[config.mk]
export PLATFORM = sky130hd
export DESIGN_NAME = fetch_unit
export DESIGN_NICKNAME = d
export VERILOG_FILES = /design/src/rtl/mips_pkg.sv /design/src/rtl/fetch_skid_buffer.sv /design/src/rtl/fetch_unit.sv
export SDC_FILE = /design/constraint.sdc
export NUM_CORES = 1
export LEC_CHECK = 0
export BUFFER_PORTS_ARGS = -buffer_cell sky130_fd_sc_hd__clkbuf_2
export CORE_MARGIN = 1.5
export CORE_UTILIZATION = 51
export CTS_BUF_LIST = sky130_fd_sc_hd__clkbuf_2 sky130_fd_sc_hd__clkbuf_4 sky130_fd_sc_hd__clkbuf_8
export DETAILED_ROUTE_END_ITERATION = 12
export PLACE_DENSITY = 0.74
export SKIP_LAST_GASP = 1
export SLEW_MARGIN = 30
export SYNTH_ARGS = -nofsm -noshare
export SYNTH_HDL_FRONTEND = slang
export SYNTH_SLANG_ARGS = --single-unit
export TNS_END_PERCENT = 5
[constraint.sdc]
create_clock -name clk -period 3.8 [get_ports clk]
set_clock_uncertainty 0.1 [all_clocks]
set_input_delay 0.57 -clock clk [delete_from_list [all_inputs] [get_ports clk]]
set_output_delay 0.57 -clock clk [all_outputs]
set_load 0.01 [all_outputs]
[src/rtl/mips_pkg.sv]
// Shared MIPS pipeline constants and payload types.
package mips_pkg;

  localparam int unsigned INSTR_W = 32;
  localparam int unsigned ADDR_W  = 32;

  // sll $0,$0,0 doubles as the pipeline bubble
  localparam logic [INSTR_W-1:0] NOP_INSTR        = 32'h0000_0000;
  localparam logic [ADDR_W-1:0]  DEFAULT_RESET_PC = 32'h0000_0000;
  localparam logic [ADDR_W-1:0]  PC_STEP          = 32'd4;

  // One fetched instruction together with the address it came from
  typedef struct packed {
    logic               valid;
    logic [INSTR_W-1:0] instr;
    logic [ADDR_W-1:0]  pc;
  } fetch_entry_t;

endpackage

[src/rtl/fetch_skid_buffer.sv]
// One-entry skid register holding an instruction response that arrived
// while the pipeline was stalled.
//   clk, rst_n        : clock, async active-low reset
//   capture           : load instr/pc and mark the entry valid
//   clear             : invalidate the entry (wins over capture)
//   in_instr, in_pc   : response to capture
//   valid, instr, pc  : held entry
module fetch_skid_buffer
  import mips_pkg::*;
(
  input  logic               clk,
  input  logic               rst_n,
  input  logic               capture,
  input  logic               clear,
  input  logic [INSTR_W-1:0] in_instr,
  input  logic [ADDR_W-1:0]  in_pc,
  output logic               valid,
  output logic [INSTR_W-1:0] instr,
  output logic [ADDR_W-1:0]  pc
);

  // Capture/hold/clear register; clear has priority
  always_ff @(posedge clk or negedge rst_n) begin
    if (!rst_n) begin
      valid <= 1'b0;
      instr <= NOP_INSTR;
      pc    <= '0;
    end else if (clear) begin
      valid <= 1'b0;
    end else if (capture) begin
      valid <= 1'b1;
      instr <= in_instr;
      pc    <= in_pc;
    end
  end

endmodule

[src/rtl/fetch_unit.sv]
// Instruction-fetch front end: PC register, synchronous imem requests,
// stall skid capture, branch/jump redirect with bubble insertion, IF/ID.
//   clk, rst_n                  : clock, async active-low reset
//   stall                       : hold PC and IF/ID this cycle
//   branch_taken, branch_target : taken branch resolved in ID
//   jump, jump_target           : j/jal in ID (wins over branch)
//   imem_req, imem_addr         : read request / address this cycle
//   imem_rdata                  : data for last cycle's request
//   ifid_instr/pc4/valid        : IF/ID pipeline register
module fetch_unit
  import mips_pkg::*;
#(
  parameter logic [ADDR_W-1:0] RESET_PC = DEFAULT_RESET_PC
) (
  input  logic               clk,
  input  logic               rst_n,
  input  logic               stall,
  input  logic               branch_taken,
  input  logic [ADDR_W-1:0]  branch_target,
  input  logic               jump,
  input  logic [ADDR_W-1:0]  jump_target,
  output logic               imem_req,
  output logic [ADDR_W-1:0]  imem_addr,
  input  logic [INSTR_W-1:0] imem_rdata,
  output logic [INSTR_W-1:0] ifid_instr,
  output logic [ADDR_W-1:0]  ifid_pc4,
  output logic               ifid_valid
);

  logic [ADDR_W-1:0]  pc_q;
  logic               f2_valid;
  logic [ADDR_W-1:0]  f2_pc;
  logic               skid_valid;
  logic [INSTR_W-1:0] skid_instr;
  logic [ADDR_W-1:0]  skid_pc;
  logic               redirect;
  logic [ADDR_W-1:0]  target;
  fetch_entry_t       src;

  // Stall masks the redirect: the hazard unit stalls while operands are unresolved
  assign redirect  = (branch_taken | jump) & ~stall;
  assign target    = jump ? jump_target : branch_target;
  assign imem_req  = rst_n & ~stall;
  assign imem_addr = pc_q;

  // IF/ID source: a held skid entry is older than the response on the bus
  always_comb begin
    src = '{valid: 1'b0, instr: NOP_INSTR, pc: f2_pc};
    if (skid_valid) begin
      src = '{valid: 1'b1, instr: skid_instr, pc: skid_pc};
    end else if (f2_valid) begin
      src = '{valid: 1'b1, instr: imem_rdata, pc: f2_pc};
    end
  end

  // PC and in-flight request tracking
  always_ff @(posedge clk or negedge rst_n) begin
    if (!rst_n) begin
      pc_q     <= RESET_PC;
      f2_valid <= 1'b0;
      f2_pc    <= '0;
    end else if (stall) begin
      f2_valid <= 1'b0;
    end else if (redirect) begin
      pc_q     <= target;
      f2_valid <= 1'b0;
    end else begin
      pc_q     <= pc_q + PC_STEP;
      f2_valid <= 1'b1;
      f2_pc    <= pc_q;
    end
  end

  // IF/ID register; bubbles keep the previous pc4
  always_ff @(posedge clk or negedge rst_n) begin
    if (!rst_n) begin
      ifid_instr <= NOP_INSTR;
      ifid_pc4   <= '0;
      ifid_valid <= 1'b0;
    end else if (!stall) begin
      if (redirect || !src.valid) begin
        ifid_instr <= NOP_INSTR;
        ifid_valid <= 1'b0;
      end else begin
        ifid_instr <= src.instr;
        ifid_pc4   <= src.pc + PC_STEP;
        ifid_valid <= 1'b1;
      end
    end
  end

  // Any non-stalled cycle either consumes or discards the skid entry
  fetch_skid_buffer u_skid (
    .clk      (clk),
    .rst_n    (rst_n),
    .capture  (stall & f2_valid),
    .clear    (~stall),
    .in_instr (imem_rdata),
    .in_pc    (f2_pc),
    .valid    (skid_valid),
    .instr    (skid_instr),
    .pc       (skid_pc)
  );

endmodule

==> reports/metrics.yaml, run 1 <==
async_reset_ff_frac: 1.00
cts-root-buf: "clkbuf_8"
via_per_inst: 5.84
nets: 1250
grt_pass1_wl_mm: 40.1
slew_headroom: 0.445
place_congestion: 0.861
yosys_most_used_dff: "dfrtp_1"
cts_buffer_depth: 2
antennaDiodeCount: 0
drt-total-wl_mm: 24.3
synthToLayoutAreaGrowth_pct: 15.9
cp_top_family: "compound AO/OA/AOI/OAI gates"
utilization: 0.602
antenna_left: 0
rsz0062_at_grt: "no"
cts_max_level: 4
core_area_um2: 18700
ios: 199
path_clk_slew_ns: 0.11
fillerInstances: 1613
critical_path_buf_inv_count: 0
syn_inst: 984
antenna_found_initial: 0
synth_top_area_frac: 0.502
vdd_ir_drop_max_uv: 298
cp.arrival_ns: 3.03
vias: 8132
yosysMostFrequentCell: "nand2_1"
cts_sinks: 195
drtPass1Iterations: 5
hold_class: "input pin to register"
drive_gt1_frac: 0.284
cp_max_fo: 41
ys_top_cells_by_count: "nand2_1 (198), dfrtp_1 (195), mux2_2 (67)"
first_global_vias: 7581
die-width_um: 141
synth-edff-count: 0
fin_crit_sh: 0.722
finalHoldViolCount: 0
finalSetupViolations: 0
power_density_nw_per_um2: 476
synth_top_cell_by_area: "dfrtp_1"
max_freq_ghz: 0.364
tritoncts: "yes"
first_iter_violations: 658
dieArea_um2: 19900
synth_warnings: 0
finalSetupTns_ns: 0
slowest_stage: "dfrtp_4"
post_cts_buffers: 0
crit_type: "register to register"
yosys.cell_types.count: 71
status: "finished, final reports clean"
yosysSeqAreaShare: 0.502
p_leak_uw: 0.00520
synth-seq-cells: 195
worstMarginPinSlew_ns: 0.826
rows: 50
fp.dieH_um: 141
final_cells: 1393
timing.hold.ws_ns: 0.212
wl_per_cell_um: 17.4
placed_area_um2: 10900
post-route-cell-area_um2: 11300
syn_area_per_cell_um2: 9.88
slew_violations: 0
synthTopCellsByArea: "dfrtp_1 (50%), mux2_2 (7.8%), nand2_1 (7.6%), a22oi_1 (3.1%), mux2i_1 (2.6%)"
cts_made_buffers: 17
drc: 0
grt_start_max_net_pins: 67
dp_cells: 1360
grt.overflow.total: 0
maxCapViolCount: 0
synth_area_um2: 9720
crit_chain: "nand4_1 -> a222oi_1 -> nand4_2 -> o31a_1 -> o31ai_1"
synthesis.nets: 1088
fin_crit_ns: 2.74
cp-end-kind: "register"
max_stage_delay_ns: 0.73
grt_use_total: 0.252
start_util: 0.520
start_kind: "register"
hpwl_mm: 16.9
worstPathRequired_ns: 4.09
insertion_delay_ns: 0.48
portBuffers: 198
-- path summary, 6_finish.rpt --
check | startpoint | slack [ns] | depth (start not counted) | end
max | u_skid.valid | 1.06 | 5 | ifid_pc4[31]
min | jump_target[1] | 0.21 | 3 | imem_addr[1]
max reg2reg | u_skid.valid | 1.06 | 5 | ifid_pc4[31]
min reg2reg | ifid_pc4[22] | 0.39 | 2 | ifid_pc4[22]
max in group asynchronous | rst_n | 1.92 | 3 | u_skid.valid
min in group asynchronous | rst_n | 0.54 | 2 | imem_addr[4]
-- power by group --
group / switching [uW] / total, uW / internal [uW]
logic: 595 / 1130 / 532
registers: 391 / 2870 / 2480
clock network: 818 / 1370 / 553
total: 1800 / 5360 / 3560
-- per-stage QoR --
step / setup WS, ns / total power [uW]
after floorplan: 0.960 / 3520
after global placement: 1.11 / 3970
after detailed placement: 1.08 / 4030
after CTS: 1.08 / 5390
after global routing: 0.869 / 5660
final: 1.06 / 5360
-- flip-flops by register name (all words and copies together) (netlist names) --
signal        count
u_skid.pc        32
imem_addr        32
f2_pc            32
ifid_instr       32
ifid_valid        1
f2_valid          1
u_skid.instr     32
u_skid.valid      1
ifid_pc4         32
-- worst register-to-register path, cell delays in order, from the launching register on --
cell      delay, ns
dfrtp_4        0.73
nand4_1        0.25
a222oi_1       0.63
nand4_2        0.37
o31a_1         0.38
o31ai_1        0.21
-- per-layer routing --
metal,GRT usage,share of wire
met1,0.387,0.48
met2,0.368,0.45
met3,0.0377,0.051
met4,0.0784,0.019
met5,0,0
-- placed cells by master, fill, tap and decap left out, drive strengths merged, types with 3 or more instances in the layout --
cell type	Yosys	layout
nor2b	5	5
o22ai	15	15
o31ai	11	11
a2bb2oi	3	3
buf	20	16
nand2b	4	4
and2	3	3
nor4	6	6
and4	8	8
xnor2	11	11
a21oi	35	35
o31a	6	6
mux2	68	68
a22oi	41	41
nor2	29	29
and3	7	7
o21a	6	6
xor2	5	5
inv	10	19
a221oi	3	3
nand4	25	25
nand3	26	26
nand4b	4	4
dfrtp	195	195
ha	3	3
o211ai	4	4
clkbuf	51	214
a21o	3	3
o21ai	83	83
o22a	15	15
clkinv	0	4
mux2i	25	25
nand2	198	198
nand3b	6	6
a31oi	12	12
nor3	12	12
-- layout make-up --
class	instances	area, um2	share of cell area
Clock buffer	17	234	0.0208
Clock inverter	15	164	0.0146
Inverter	10	37.5	0.00333
Multi-Input combinational cell	708	4520	0.401
Sequential cell	195	4880	0.434
Tap cell	234	293	0.0260
Timing Repair Buffer	214	1140	0.101
-- timing repair --
item / 4_1_cts / 5_1_grt
gates resized for setup: 0 / 0
hold endpoints to repair: 61 / 0
hold buffers: 1 / 0
-- cells by family (layout without fill, tap and decap cells) --
logic type               Yosys count  after routing  synth area share
XOR/XNOR                          16             16            0.0144
multiplexers                      93             93             0.105
adder cells (fa/ha/maj)            3              3           0.00386
AND/OR/NAND/NOR                  338            338             0.163
buffers and inverters             81            256            0.0351
flip-flops                       195            195             0.502
AO/OA/AOI/OAI                    258            258             0.176
Power figures use the tool's default switching activity.
==> run 2: changes to the inputs <==
--- a/config.mk
+++ b/config.mk
@@ -10,7 +10,7 @@
 export CORE_UTILIZATION = 51
 export CTS_BUF_LIST = sky130_fd_sc_hd__clkbuf_2 sky130_fd_sc_hd__clkbuf_4 sky130_fd_sc_hd__clkbuf_8
 export DETAILED_ROUTE_END_ITERATION = 12
-export PLACE_DENSITY = 0.74
+export PLACE_DENSITY = 0.77
 export SKIP_LAST_GASP = 1
 export SLEW_MARGIN = 30
 export SYNTH_ARGS = -nofsm -noshare
==> constraint.sdc (replaced) <==
create_clock -name clk -period 2.2 [get_ports clk]
set_clock_uncertainty 0.1 [all_clocks]
set_input_delay 0.33 -clock clk [delete_from_list [all_inputs] [get_ports clk]]
set_output_delay 0.33 -clock clk [all_outputs]
set_load 0.01 [all_outputs]
==> reports/metrics.yaml, run 2 (same netlist as run 1, synthesis figures left out) <==
status: "finished, violations left"
violations: "setup timing"
grt.overflow.total: 0
cts_buffer_depth: 2
first_global_vias: 8282
drtPass1Iterations: 5
cts_made_buffers: 17
slew_violations: 0
vias: 8765
finalHoldViolCount: 0
hold_class: "input pin to register"
hpwl_mm: 18.1
antenna_left: 0
crit_type: "register to register"
start_util: 0.520
die-width_um: 141
ios: 199
total_power_uw: 9540
crit_start: "u_skid.valid"
grt_use_total: 0.274
antennaDiodeCount: 0
layout_commonest_cell: "nand2_1"
timing.rr.end: "ifid_pc4[28]"
wl_per_cell_um: 18.1
finalSetupViolations: 8
portBuffers: 198
core_area_um2: 18700
insertion_delay_ns: 0.47
place_congestion: 0.904
worstPathRequired_ns: 2.48
p_leak_uw: 0.00573
worstMarginPinSlew_ns: 0.858
maxCapViolCount: 0
utilization: 0.659
slew_headroom: 0.428
max_freq_ghz: 0.443
tritoncts: "yes"
grt_pass1_wl_mm: 43.2
path_clk_slew_ns: 0.11
antenna_found_initial: 0
cp_max_fo: 4
drive_gt1_frac: 0.326
final_cells: 1499
fin_crit_ns: 2.26
cts_sinks: 195
r2r_slack_ns: -0.06
dp_cells: 1420
mostFrequentLayoutCells: "nand2_1 (197), clkbuf_2 (196), dfrtp_1 (194), buf_4 (78), mux2_2 (65)"
reg2regPathDepth: 8
synthToLayoutAreaGrowth_pct: 26.8
worstReg2RegStart: "u_skid.valid"
dieArea_um2: 19900
rsz0062_at_grt: "yes"
drt-total-wl_mm: 27.1
cp-endpoint: "ifid_pc4[28]"
cts-root-buf: "clkbuf_8"
grt_start_max_net_pins: 158
cp-end-kind: "register"
cp.arrival_ns: 2.54
power_density_nw_per_um2: 774
first_iter_violations: 752
slowest_stage: "dfrtp_4"
max_stage_delay_ns: 0.52
drc: 0
worst_slack_ns: -0.0582
crit_chain: "buf_6 -> mux2_4 -> ha_4 -> nand4_1 -> nor2_2 -> o2111ai_2 -> o31a_1 -> o31ai_1"
vdd_ir_drop_max_uv: 478
fin_crit_sh: 1.03
nets: 1356
start_kind: "register"
cts_max_level: 4
rows: 50
via_per_inst: 5.85
fp.dieH_um: 141
run 2: cell types whose count changed in the layout (fill, tap and decap cells not counted), moves of 4 or more:
cell	previous run	this run
clkinvlp_4	1	5
dlygate4sd3_1	1	35
buf_12	1	6
buf_4	15	78
run 2: layout make-up:
cell class	count	area, um2
clock buffer	17	234
clock inverter	15	148
fill	1468	6380
inverter	10	37.5
multi-input combinational	709	4640
sequential	195	4880
tap	234	293
timing repair buffer	319	2090
run 2: layer usage:
| metal | up-vias | global-route usage | routed length [um] |
|---|---|---|---|
| met5 | - | 0 | 0 |
| met4 | 0 | 0.0850 | 656 |
| met3 | 56 | 0.0489 | 1670 |
| met2 | 359 | 0.416 | 12500 |
| met1 | 4251 | 0.403 | 12300 |
| li1 | 4099 | - | - |
run 2: power by group:
group / total [uW] / switching, uW / internal (uW) / leakage [uW]
logic: 2400 / 1260 / 1130 / 0.00309
clock network: 2290 / 1370 / 925 / 0.000179
registers: 4850 / 576 / 4280 / 0.00246
run 2: per-stage QoR:
stage	TNS [ns]	instance area (um2)	hold WS, ns	worst slack [ns]
after CTS	-0.181	12200	0.0261	-0.0327
final	-0.284	12300	0.0443	-0.0582
after detailed placement	-1.02	11400	0.371	-0.228
after floorplan	-2.10	9760	-0.0656	-0.291
after global routing	-1.64	12300	0.0322	-0.161
after global placement	-0.366	11400	0.365	-0.124
run 2: worst max-delay path: cells and delay by family (launching register included):
| kind | cells | cell delay (ns) |
|---|---|---|
| compound gates | 3 | 0.74 |
| simple gates | 2 | 0.32 |
| fa+ha+maj | 1 | 0.14 |
| mux | 1 | 0.22 |
| buf+inv | 1 | 0.14 |
| flops | 1 | 0.52 |
run 2: worst min path at each step:
stage	depth (start not counted)	startpoint	slack [ns]	endpoint
3_3_place_gp	2	ifid_pc4[1]	0.36	ifid_pc4[1]
6_report	3	jump_target[7]	0.04	imem_addr[7]
4_1_cts	3	branch_target[0]	0.03	imem_addr[0]
3_5_place_dp	2	ifid_pc4[1]	0.37	ifid_pc4[1]
2_1_floorplan	0	rst_n	-0.07	f2_pc[0]
5_1_grt	3	branch_target[0]	0.03	imem_addr[0]
run 2: timing repair:
action                                  CTS  global route
gates cloned                              1             0
hold endpoints to repair                 89             0
endpoints found under the setup margin    8            18
buffers inserted                          4             7
pin swaps                                11             8
hold buffers                             35             0
gates resized for setup                  10            12
